## config.mk

```make
export PLATFORM = sky130hd
export DESIGN_NAME = seg7_scan_ctrl
export DESIGN_NICKNAME = d
export VERILOG_FILES = /design/src/rtl/seg7_pkg.sv /design/src/rtl/seg7_prescaler.sv /design/src/rtl/seg7_scan_ctrl.sv
export SDC_FILE = /design/constraint.sdc
export NUM_CORES = 1
export LEC_CHECK = 0
export BUFFER_PORTS_ARGS = -buffer_cell sky130_fd_sc_hd__buf_4
export CAP_MARGIN = 5
export CORE_UTILIZATION = 35
export CTS_BUF_LIST = sky130_fd_sc_hd__clkbuf_8
export DETAILED_ROUTE_END_ITERATION = 16
export PLACE_DENSITY_LB_ADDON = 0.3
export SLEW_MARGIN = 20
export SYNTH_ARGS = -nofsm -noshare
export SYNTH_HDL_FRONTEND = slang
export SYNTH_SLANG_ARGS = --single-unit
export TNS_END_PERCENT = 20
```

## constraint.sdc

```tcl
create_clock -name clk -period 5.6 [get_ports clk]
set_clock_uncertainty 0.05 [all_clocks]
set_input_delay 0.56 -clock clk [delete_from_list [all_inputs] [get_ports clk]]
set_output_delay 0.56 -clock clk [all_outputs]
set_load 0.03 [all_outputs]
```

## src/rtl/seg7_pkg.sv

```systemverilog
// Shared constants and types for the 4-digit 7-segment scan controller.
package seg7_pkg;

    // Message buffer depth (characters); the scroll pointer wraps at this size.
    localparam int MSG_DEPTH = 16;

    // count1 values at which each anode is strobed; every other value is a
    // blanking gap that keeps ghosting off the neighbouring digit.
    localparam logic [3:0] CNT_AN3 = 4'b1110;
    localparam logic [3:0] CNT_AN2 = 4'b1010;
    localparam logic [3:0] CNT_AN1 = 4'b0110;
    localparam logic [3:0] CNT_AN0 = 4'b0010;

    // Character code handed to the segment decoder.
    typedef logic [3:0] char_t;

endpackage

```

## src/rtl/seg7_prescaler.sv

```systemverilog
// Step-strobe generator: one-cycle step pulse every PRESCALE clk cycles.
module seg7_prescaler #(
    parameter logic [15:0] PRESCALE = 16'd50000
) (
    input  logic clk,
    input  logic reset,
    output logic step
);

    logic [15:0] cnt;

    assign step = (cnt == PRESCALE - 16'd1);

    // free-running 0..PRESCALE-1 counter
    always_ff @(posedge clk or posedge reset) begin
        if (reset)     cnt <= '0;
        else if (step) cnt <= '0;
        else           cnt <= cnt + 16'd1;
    end

endmodule

```

## src/rtl/seg7_scan_ctrl.sv

```systemverilog
// Scan sequencer for the 4-digit 7-segment display with a 16-char message.
// Build option SEG7_SCROLL_EN: when defined, a 4-char window scrolls across
// the message every SCROLL_FRAMES frames; when undefined the window is fixed
// on msg[0..3], wr_ready is constant 1 and SCROLL_FRAMES does not exist.
module seg7_scan_ctrl
    import seg7_pkg::*;
#(
    parameter logic [15:0] PRESCALE = 16'd50000
`ifdef SEG7_SCROLL_EN
    , parameter logic [7:0] SCROLL_FRAMES = 8'd16
`endif
) (
    input  logic       clk,
    input  logic       reset,
    input  logic       wr_valid,
    output logic       wr_ready,
    input  logic [3:0] wr_addr,
    input  char_t      wr_data,
    output logic [3:0] count1,
    output logic       an3,
    output logic       an2,
    output logic       an1,
    output logic       an0,
    output char_t      digit_char,
    output logic       frame_tick
);

    logic                   step;
    logic [3:0]             cnt_nxt;
    logic [3:0]             an_nxt;
    logic [3:0]             an_q;
    logic [3:0]             ptr;
    logic [3:0]             rd_idx;
    logic [1:0]             off;
    logic                   lit;
    char_t [MSG_DEPTH-1:0]  msg;

    seg7_prescaler #(.PRESCALE(PRESCALE)) u_pre (
        .clk   (clk),
        .reset (reset),
        .step  (step)
    );

    assign cnt_nxt = count1 - 4'd1;   // natural 4-bit wrap 0000 -> 1111
    assign {an3, an2, an1, an0} = an_q;

    // decode the strobe for the value count1 is about to take; off is the
    // window position (0 = leftmost, shown on an3)
    always_comb begin
        an_nxt = 4'b1111;
        off    = 2'd0;
        lit    = 1'b0;
        case (cnt_nxt)
            CNT_AN3: begin an_nxt = 4'b0111; off = 2'd0; lit = 1'b1; end
            CNT_AN2: begin an_nxt = 4'b1011; off = 2'd1; lit = 1'b1; end
            CNT_AN1: begin an_nxt = 4'b1101; off = 2'd2; lit = 1'b1; end
            CNT_AN0: begin an_nxt = 4'b1110; off = 2'd3; lit = 1'b1; end
            default: ;
        endcase
    end

    assign rd_idx = ptr + {2'b00, off};

    // scan counter, anodes and character all move together on a step
    always_ff @(posedge clk or posedge reset) begin
        if (reset) begin
            count1     <= 4'b1111;
            an_q       <= 4'b1111;
            digit_char <= '0;
            frame_tick <= 1'b0;
        end else begin
            frame_tick <= step && (count1 == 4'b0000);
            if (step) begin
                count1 <= cnt_nxt;
                an_q   <= an_nxt;
                if (lit) digit_char <= msg[rd_idx];
            end
        end
    end

    // message buffer write port; contents are cleared by reset
    always_ff @(posedge clk or posedge reset) begin
        if (reset)                    msg <= '0;
        else if (wr_valid && wr_ready) msg[wr_addr] <= wr_data;
    end

`ifdef SEG7_SCROLL_EN
    logic [7:0] fcnt;
    logic       scroll;

    // the scroll step is the frame_tick cycle that completes SCROLL_FRAMES
    assign scroll   = frame_tick && (fcnt == SCROLL_FRAMES - 8'd1);
    assign wr_ready = ~scroll;

    // frame counter and window pointer
    always_ff @(posedge clk or posedge reset) begin
        if (reset) begin
            fcnt <= '0;
            ptr  <= '0;
        end else if (frame_tick) begin
            if (scroll) begin
                fcnt <= '0;
                ptr  <= ptr + 4'd1;
            end else begin
                fcnt <= fcnt + 8'd1;
            end
        end
    end
`else
    assign ptr      = '0;
    assign wr_ready = 1'b1;
`endif

endmodule

```

==> out/results.tsv <==
metric	value	unit
max-slew-margin-rel	33.1	%
fin_crit_sh	44.4	%
criticalPathCategory	reg -> reg	
synth_warnings	0	
grt_pass1_wl	6780	um
synth_seq_cells	45	
overflow	0	
cp.arrival	2.59	ns
p_leak	1.07	nW
synth_xor_area_share	6.51	%
power.internal	0.510	mW
post_cts_resized	0	
crit_buf_inv	0	
maxCapViolations	0	
cts_buffers	5	
ant_nets	0	
place_hpwl	2860	um
synthMuxAreaShare	10.2	%
rsz0062_at_grt	no	
synth.avg_cell_area	11.3	um2
synth_edf_count	0	
crit_family	simple AND/OR/NAND/NOR gates	
power_switching_share	21.7	%
cts_sinks	45	
grt_max_degree	46	
clockRootBuffer	clkbuf_8	
cts_tree	yes	
crit_required	5.70	ns
cp_cell_sequence	or4b_4, or4_1, nor3_1, a221oi_1	
synth-main-ff-cell	dfrtp_1	
synth_compound_area_share	7.09	%
post_cts_buffers	0	
crit_slowest_cell	or4_1	
seq_power_share	55.9	%
layout_commonest_cell	dfrtp_1	
io_pins	25	
synth_area	2150	um2
synthTopCellsByArea	dfrtp_1 43%, dfstp_2 9.8%, mux2_2 8.4%	
rows	28	
antennaDiodeCount	0	
dr.pass1.iters	4	
syn_inst	191	
grtUsageTotal	13.9	%
hp-class	in -> async	
ctsHoldBuffers	0	
die_h	80.4	um
path_max_fanout	9	
grt_pass1_vias	1422	
fin_crit	2.49	ns
synth_top_family_by_area	simple AND/OR/NAND/NOR gates	
drtIter0Drc	82	
fmax	402	MHz
drv_slew	0	
p_per_area	258	nW/um2
max_stage_delay	0.69	ns
status	finished clean	
tns	0	ns
yosysTopAreaCell	dfrtp_1	
worst_pin_slew	0.994	ns
num_vias	1477	
ys_async_sr_fraction	100	%
viasPerCell	5.02	
synth_cell_type_count	40	
peakVddDrop	97.5	uV
synthAdderAreaFrac	2.91	%
wire_per_inst	13.6	um
comb_power_share	7.3	%
synth_top_area_share	43.0	%
final_cell_mix	37 x dfrtp_1, 25 x buf_4, 17 x nor2_1, 16 x mux2_2	
max-clock-path-buffers	2	
hold_viol	0	
cts_max_level	2	
setup_viol	0	
switchingPower	0.141	mW
post_synth_and_or_nand_nor_area_fraction	17.4	%
ys_seq_area_share	52.8	%
hold_ws	0.351	ns
layout-drive-gt1-share	28.3	%
drc_errors	0	
synth_nets	207	
antenna_found_initial	0	
p_clk_share	36.8	%
clk_pin_slew_worst_paths	0.09	ns
critPathLaunchType	flop	
endpoint_kind	flop	
clock_latency	0.30	ns
core	5920	um2
initial_core_util	36.3	%
die_x	80.4	um
area_growth	17.3	%
place.port_buffers	23	
die_area	6470	um2
gp_congestion	0.769	
nNetsFinal	234	
wl	4000	um
final cells by class:
cell class / count / area (um2)
clock buffer: 5 / 68.8
clock inverter: 3 / 38.8
fill: 562 / 3400
inverter: 10 / 37.5
multi-input combinational: 131 / 961
sequential: 45 / 1140
tap: 75 / 93.8
timing repair buffer: 25 / 188
logic make-up after synthesis:
kind of cell,after synthesis
flops,45
buf+inv,15
compound gates,21
simple gates,68
mux,20
other cells,1
xor+xnor,16
fa+ha+maj,5
metal layers:
| metal | vias up | share of wire (%) | routed length (um) | global-route usage [%] |
|---|---|---|---|---|
| met5 | - | 0 | 0 | 0 |
| met4 | 0 | 1.0 | 40 | 6.25 |
| met3 | 4 | 2.7 | 109 | 2.73 |
| met2 | 26 | 46 | 1820 | 21.3 |
| met1 | 706 | 51 | 2020 | 18.7 |
| li1 | 741 | - | - | - |
worst min-delay path, cell delays in order:
cell and delay [ns]:
buf_4 0.11, clkinv_1 0.03, buf_4 0.47
worst paths after layout:
path,start,endpoint,slack [ns],cells after the start
worst max-delay path,u_pre.cnt[7]$_DFF_PP0_,digit_char[3]$_DFFE_PP0P_,3.11,4
worst min-delay path,reset,msg[4]$_DFFE_PP0P_,0.35,3
worst max register to register,u_pre.cnt[7]$_DFF_PP0_,digit_char[3]$_DFFE_PP0P_,3.11,4
worst min register to register,u_pre.cnt[0]$_DFF_PP0_,u_pre.cnt[0]$_DFF_PP0_,0.44,1
max in group asynchronous,reset,count1[0]$_DFFE_PP1N_,4.77,3
min in group clk,u_pre.cnt[0]$_DFF_PP0_,u_pre.cnt[0]$_DFF_PP0_,0.44,1
through the flow:
stage / instances / total power, mW / instance area, um2 / setup slack [ns] / utilization [%]
finish: 294 / 0.651 / 2520 / 3.11 / 42.6
global route: 294 / 0.684 / 2520 / 2.96 / 42.6
CTS: 294 / 0.661 / 2520 / 3.15 / 42.6
detailed placement: 286 / 0.420 / 2420 / 3.15 / 40.8
global placement: 286 / 0.418 / 2420 / 3.22 / 40.8
floorplan: 191 / 0.402 / 2150 / 3.37 / -
flip-flops by register name (all words and copies together) (netlist names):
signal / cells
u_pre.cnt: 16
msg: 16
an_q: 4
frame_tick: 1
digit_char: 4
count1: 4
Yosys cell counts (3+ instances only):
| cell | instances |
|---|---|
| mux2i_1 | 4 |
| nand2_1 | 10 |
| nor3_1 | 8 |
| dfstp_2 | 8 |
| mux2_2 | 16 |
| xnor2_1 | 10 |
| a2111oi_0 | 4 |
| and3_1 | 3 |
| a21oi_1 | 3 |
| dfrtp_1 | 37 |
| xor2_1 | 6 |
| inv_1 | 10 |
| nor4_1 | 3 |
| ha_1 | 5 |
| nand3_1 | 7 |
| clkbuf_1 | 3 |
| a221oi_1 | 4 |
| nor2b_1 | 3 |
| nor2_1 | 17 |
| a31oi_1 | 4 |
power by group through the flow:
| stage | clock network (mW) | registers (mW) | logic [mW] |
|---|---|---|---|
| finish | 0.239 | 0.364 | 0.0474 |
| global route | 0.263 | 0.368 | 0.0530 |
| CTS | 0.247 | 0.364 | 0.0486 |
| detailed placement | 0 | 0.371 | 0.0487 |
| global placement | 0 | 0.371 | 0.0476 |
| floorplan | 0 | 0.367 | 0.0348 |
Power figures use the tool's default switching activity.
